### config.mk
export PLATFORM = sky130hd
export DESIGN_NAME = imem_stream_loader
export DESIGN_NICKNAME = d
export VERILOG_FILES = /design/src/rtl/rv32i_loader_pkg.sv /design/src/rtl/byte_word_packer.sv /design/src/rtl/imem_stream_loader.sv
export SDC_FILE = /design/constraint.sdc
export NUM_CORES = 1
export LEC_CHECK = 0
export CAP_MARGIN = 20
export CORE_MARGIN = 1.5
export CORE_UTILIZATION = 60
export DETAILED_ROUTE_END_ITERATION = 7
export GPL_ROUTABILITY_DRIVEN = 0
export HOLD_SLACK_MARGIN = 0.15
export PLACE_DENSITY = 0.9
export SYNTH_ARGS = -nofsm -noshare
export SYNTH_HDL_FRONTEND = slang
export SYNTH_HIERARCHICAL = 1
export SYNTH_SLANG_ARGS = --single-unit
### constraint.sdc
create_clock -name clk -period 7.7 [get_ports clk]
set_input_delay 1.54 -clock clk [delete_from_list [all_inputs] [get_ports clk]]
set_output_delay 1.54 -clock clk [all_outputs]
set_load 0.03 [all_outputs]
### src/rtl/rv32i_loader_pkg.sv
// Shared types and constants for the instruction-memory stream loader.
// Holds the frame-parser state encoding and the word geometry.
package rv32i_loader_pkg;

    typedef enum logic [2:0] {
        CNT_LO = 3'd0,
        CNT_HI = 3'd1,
        DATA   = 3'd2,
        CSUM   = 3'd3,
        DONE   = 3'd4,
        ERR    = 3'd5
    } state_t;

    localparam int WORD_BYTES = 4;
    localparam int LANE_W     = $clog2(WORD_BYTES);

endpackage

### src/rtl/byte_word_packer.sv
// Collects stream bytes into little-endian 32-bit words.
// Emits a one-cycle word_ready pulse the cycle after the last lane arrives.
module byte_word_packer
    import rv32i_loader_pkg::*;
(
    input  logic        clk,
    input  logic        rst,
    input  logic        i_clr,
    input  logic        i_byte_en,
    input  logic [7:0]  i_byte,
    output logic        o_lane_last,
    output logic        o_word_ready,
    output logic [31:0] o_word
);

    localparam logic [LANE_W-1:0] LAST_LANE = LANE_W'(WORD_BYTES - 1);

    logic [LANE_W-1:0]           r_byte_idx;
    logic [WORD_BYTES-2:0][7:0]  r_lanes;
    logic [31:0]                 r_word;
    logic                        r_word_ready;

    assign o_lane_last  = i_byte_en && (r_byte_idx == LAST_LANE);
    assign o_word_ready = r_word_ready;
    assign o_word       = r_word;

    // NOTE: sequential state uses non-blocking assignments so every register samples pre-edge values.
    always_ff @(posedge clk or posedge rst) begin
        if (rst) begin
            r_byte_idx   <= '0;
            r_lanes      <= '0;
            r_word       <= '0;
            r_word_ready <= 1'b0;
        end else begin
            r_word_ready <= 1'b0;
            if (i_clr) begin
                r_byte_idx <= '0;
            end else if (i_byte_en) begin
                r_byte_idx <= r_byte_idx + 1'b1;
                if (r_byte_idx == LAST_LANE) begin
                    // The top lane goes straight into the output word, no extra cycle.
                    r_word       <= {i_byte, r_lanes};
                    r_word_ready <= 1'b1;
                end else begin
                    r_lanes[r_byte_idx] <= i_byte;
                end
            end
        end
    end

endmodule

### src/rtl/imem_stream_loader.sv
// Boot loader: parses a count/words/XOR-checksum byte frame into instruction memory
// and keeps the core in reset until a verified image has been written.
module imem_stream_loader
    import rv32i_loader_pkg::*;
#(
    parameter int ADDR_W    = 10,
    parameter int MAX_WORDS = 1024
)
(
    input  logic              clk,
    input  logic              rst,
    input  logic              reload,
    input  logic              in_valid,
    input  logic [7:0]        in_data,
    output logic              in_ready,
    output logic              write_en,
    output logic [ADDR_W-1:0] write_addr,
    output logic [31:0]       write_data,
    output logic              core_rst,
    output logic              done,
    output logic              error
);

    state_t            r_state;
    state_t            w_next_state;
    logic [15:0]       r_count;
    logic [7:0]        r_csum;
    logic [ADDR_W-1:0] r_word_idx;
    logic [ADDR_W-1:0] r_write_addr;

    logic              w_accept;
    logic [15:0]       w_count_full;
    logic              w_count_bad;
    logic              w_last_word;
    logic              w_byte_en;
    logic              w_packer_clr;
    logic              w_lane_last;
    logic              w_word_ready;
    logic [31:0]       w_word;

    assign w_accept     = in_valid && in_ready;
    assign w_count_full = {in_data, r_count[7:0]};
    assign w_count_bad  = (w_count_full == 16'd0) || (w_count_full > 16'(MAX_WORDS));
    assign w_last_word  = (16'(r_word_idx) == (r_count - 16'd1));
    assign w_byte_en    = w_accept && (r_state == DATA);
    assign w_packer_clr = reload || ((r_state == CNT_HI) && w_accept);

    byte_word_packer u_packer (
        .clk          (clk),
        .rst          (rst),
        .i_clr        (w_packer_clr),
        .i_byte_en    (w_byte_en),
        .i_byte       (in_data),
        .o_lane_last  (w_lane_last),
        .o_word_ready (w_word_ready),
        .o_word       (w_word)
    );

    assign write_en   = w_word_ready;
    assign write_addr = r_write_addr;
    assign write_data = w_word;

    always_ff @(posedge clk or posedge rst) begin
        if (rst) begin
            r_state <= CNT_LO;
        end else begin
            r_state <= w_next_state;
        end
    end

    // NOTE: every combinational output gets a default first so no path infers a latch.
    always_comb begin
        w_next_state = r_state;
        in_ready     = 1'b0;
        core_rst     = 1'b1;
        done         = 1'b0;
        error        = 1'b0;

        case (r_state)
            CNT_LO: begin
                in_ready = 1'b1;
                if (w_accept) w_next_state = CNT_HI;
            end
            CNT_HI: begin
                in_ready = 1'b1;
                if (w_accept) w_next_state = w_count_bad ? ERR : DATA;
            end
            DATA: begin
                in_ready = 1'b1;
                if (w_lane_last && w_last_word) w_next_state = CSUM;
            end
            CSUM: begin
                in_ready = 1'b1;
                if (w_accept) w_next_state = (in_data == r_csum) ? DONE : ERR;
            end
            DONE: begin
                core_rst = 1'b0;
                done     = 1'b1;
            end
            ERR: begin
                error = 1'b1;
            end
            default: w_next_state = CNT_LO;
        endcase

        // Reload wins over everything and blocks acceptance in its own cycle.
        if (reload) begin
            w_next_state = CNT_LO;
            in_ready     = 1'b0;
        end
    end

    always_ff @(posedge clk or posedge rst) begin
        if (rst) begin
            r_count      <= '0;
            r_csum       <= '0;
            r_word_idx   <= '0;
            r_write_addr <= '0;
        end else if (reload) begin
            r_count    <= '0;
            r_csum     <= '0;
            r_word_idx <= '0;
        end else begin
            case (r_state)
                CNT_LO: if (w_accept) r_count[7:0] <= in_data;
                CNT_HI: begin
                    if (w_accept) begin
                        r_count[15:8] <= in_data;
                        r_csum        <= '0;
                        r_word_idx    <= '0;
                    end
                end
                DATA: begin
                    if (w_accept) begin
                        r_csum <= r_csum ^ in_data;
                        if (w_lane_last) begin
                            // Address is latched alongside the word so both appear with write_en.
                            r_write_addr <= r_word_idx;
                            r_word_idx   <= r_word_idx + 1'b1;
                        end
                    end
                end
                default: ;
            endcase
        end
    end

endmodule

==> results summary <==
Setup repair after global routing left no endpoint under its margin. The area of placed instances is 5690 sq um. Power comes to 1.03 mW. In this run, the clock network consumes 34.6% of the power. Measured along the y axis, the die boundary spans 95.2 microns. TritonCTS built the clock tree. The critical path starts at reload. The net switching fraction of the power is 25.8%. For this run the aggregate overflow at the end of global routing stands at 0. For this configuration, the core starts out at a cell density of 62.1%. The via count of the first global-routing pass is 3640. The initial antenna violation count came out at 0. The start point of the worst min-delay path is r_count[14]. The initialized floorplan defines 33 standard-cell rows. The die outline width is 95.2 microns.

The clock period could shrink to 4680 ps. The post-CTS setup-driven buffer insertion count is 0. The min-delay analysis places its worst path in the category reg -> reg. In the layout the commonest cells are sky130_fd_sc_hd__dfrtp_1 (106), sky130_fd_sc_hd__nand2_1 (61), sky130_fd_sc_hd__clkdlybuf4s50_1 (58), sky130_fd_sc_hd__mux2_2 (31), sky130_fd_sc_hd__nor2_1 (25).

The worst setup path is of the in -> out kind. Timing would allow up to 214 MHz. The CTS H-tree depth came out at 3.

The final setup skew is 9.25 ps. The power per cell area is 175 nW/um^2. In this run the critical register-to-register path is captured at r_word_idx[7]. The post-route cell area came out at 5900 sq um.

The count of port buffers added during placement came out at 58. For this run, asynchronously set or reset flops after synthesis account for 100%. The final count of negative-setup-slack endpoints came out at 0. The later pin in the worst-skew pair is clocked with a latency of 360 ps. The most used flip-flop cell after synthesis is sky130_fd_sc_hd__dfrtp_1.

The sort of element at the end of the critical path is an output port. The first global-routing pass estimated 18.0 mm of wire. The kind of start point of the critical path is a primary input. The number of DRC markers in iteration 0 came out at 189. In this run the cell area of the synthesized design comes to 5100 sq um. The required time at the endpoint of the critical path is 6160 ps.

Of the total power, registers draw 55.7%. Setup slack on the worst reg-to-reg path comes out at 4670 ps. Of the cells placed in the final design, the portion with a size suffix greater than 1 is 17.1%.

The area share of the largest cell type after synthesis is 52.0%. Counting the buffers created by CTS gives 9. After layout, the worst path uses 60.8% of the clock period. The post-route setup TNS is 0 ps. The HPWL after detailed placement is 7.58 mm. The I/O pin total is 59. The worst-case clock buffer depth is 2.

The worst register-to-register path begins at r_state[1]. The final count of hold timing violations came to 0. IR analysis of the VDD net gives a maximum drop of 0.126 mV.

The combinational group share of total power is 9.7%. The routed layout has 3568 vias. The total routing resource utilization after global routing is 26.4%. The worst reg2reg path depth came out at 7.

The worst pin sits at a relative slew slack of 48.9%. The area overhead of the layout relative to synthesis is 15.5%. The number of distinct library cells after synthesis came out at 52. The leakage power summed over all cells is 2.80 nW. The hold buffer count at CTS came out at 0. Along the worst path, the maximum fanout reaches 17. In the post-synthesis netlist, the biggest area contributors are sky130_fd_sc_hd__dfrtp_1 (52%), sky130_fd_sc_hd__mux2_4 (7.1%), sky130_fd_sc_hd__mux2_2 (6.8%), sky130_fd_sc_hd__nand2_1 (4.5%), sky130_fd_sc_hd__xor2_1 (3.6%). The count of unresolved DRC violations after routing came out at 0. After detailed routing, the average wire length per cell comes to 18.1 microns. The post-cts resize count is 0.

The net total in the final layout is 512. The clock transition time at the flip-flop clock pins of the worst setup and hold paths is 100 ps. The warning count from the yosys run came out at 6.

The repair_antennas step left the layout with diodes totalling 0. The endpoint of the worst hold-timing path is r_count[14]. In this run the clock root is driven by a sky130_fd_sc_hd__clkbuf_8. The pin count of the biggest net entering global routing came out at 48. At the pin with the least slew margin, the transition time is 759 ps. The reported max-cap violation count came out at 0. The placeable core region is 8220 sq um.

The number of enable flip-flop cells after synthesis is 0. The register area share after synthesis is 52.0%. CTS saw 106 sinks. The pre-antenna-repair detailed-routing pass consisted of 4 iterations.

The flow ran to the end, and the final reports show no timing, DRC or antenna violations. The worst hold path passes through 2 cells. The die covers 9070 sq um.

Of all cell types, the one taking the most synthesized area is sky130_fd_sc_hd__dfrtp_1. The number of synthesized register bits is 106. The count of nets left with antenna violations once routing finished came out at 0. Synthesis produced a netlist with a net count of 464. The most common cell after layout, fill and taps aside is sky130_fd_sc_hd__dfrtp_1. Internal power comes to 0.766 mW.

The instance count of the mapped netlist came out at 445. The ratio of routed vias to standard cells came out at 5.92. The net switching component of the power came out at 0.267 mW. The layout filler cell count came out at 552. The routed wire length came out at 10.9 mm. At the worst endpoint, the arrival time is 3140 ps. The count of final max-slew check failures is 0. Each instance of the synthesized netlist takes up on average 11.5 sq um.
==> cells by family after synthesis <==
kind of cell	Yosys count	synth area share (%)
compound gates	59	7.84
xor+xnor	30	5.15
fa+ha+maj	7	1.72
buf+inv	35	3.80
flops	106	52.0
mux	60	14.9
simple gates	148	14.6
==> stage by stage <==
step	util, %	cells	hold slack [ps]	setup slack [ps]
after floorplan	-	445	451	4020
final	71.8	603	490	3020
after detailed placement	69.2	587	470	3010
after global routing	71.8	603	520	2890
after CTS	71.8	603	493	3030
after global placement	69.2	587	461	3070
==> Yosys cell counts, drive strengths merged, types with 4 or more instances <==
cell type / n
dfrtp: 106
nand2: 61
mux2: 57
nor2: 25
o21ai: 24
xor2: 21
clkbuf: 14
buf: 10
inv: 10
nand3: 9
xnor2: 9
a21oi: 8
a22o: 8
nand2b: 8
ha: 7
nand4: 6
nor3: 6
nor4: 5
and3: 4
nor2b: 4
or4: 4
==> sequential cells by signal, summed over array words and instances (netlist names) <==
name	count
u_packer/r_lanes	24
r_state	3
r_csum	8
write_addr	10
r_word_idx	10
u_packer/o_word_ready	1
r_count	16
u_packer/o_word	32
u_packer/r_byte_idx	2
==> worst max path at each step <==
stage,to
floorplan,in_ready
global placement,in_ready
detailed placement,r_word_idx[7]
CTS,in_ready
global route,in_ready
finish,in_ready
==> critical path: stages <==
cell and delay, ps:
sky130_fd_sc_hd__clkdlybuf4s50_1 640, sky130_fd_sc_hd__nor2_1 260, sky130_fd_sc_hd__clkdlybuf4s50_1 700
==> per-layer routing <==
layer | global-route usage (%) | part of all wire (%) | vias to the layer above
li1 | - | - | 1645
met5 | 0 | 0 | -
met2 | 42.7 | 49 | 110
met4 | 13.3 | 3.6 | 0
met3 | 5.58 | 4.3 | 37
met1 | 33.4 | 43 | 1776
==> final cells by class <==
| class | count | area (sq um) | area share (%) |
|---|---|---|---|
| repair buffers | 61 | 603 | 10.2 |
| clock buffers | 10 | 138 | 2.33 |
| well taps | 105 | 131 | 2.23 |
| clock inverters | 6 | 73.8 | 1.25 |
| flip-flops and latches | 106 | 2650 | 45.0 |
| inverters | 11 | 41.3 | 0.700 |
| multi-input cells | 304 | 2260 | 38.3 |
==> power by group through the flow <==
stage / registers [mW] / logic (mW) / clock network (mW)
after detailed placement: 0.586 / 0.100 / 0
after global placement: 0.585 / 0.0964 / 0
final: 0.575 / 0.101 / 0.357
after global routing: 0.577 / 0.111 / 0.383
after floorplan: 0.580 / 0.0728 / 0
after CTS: 0.575 / 0.100 / 0.363
Power figures use the tool's default switching activity.
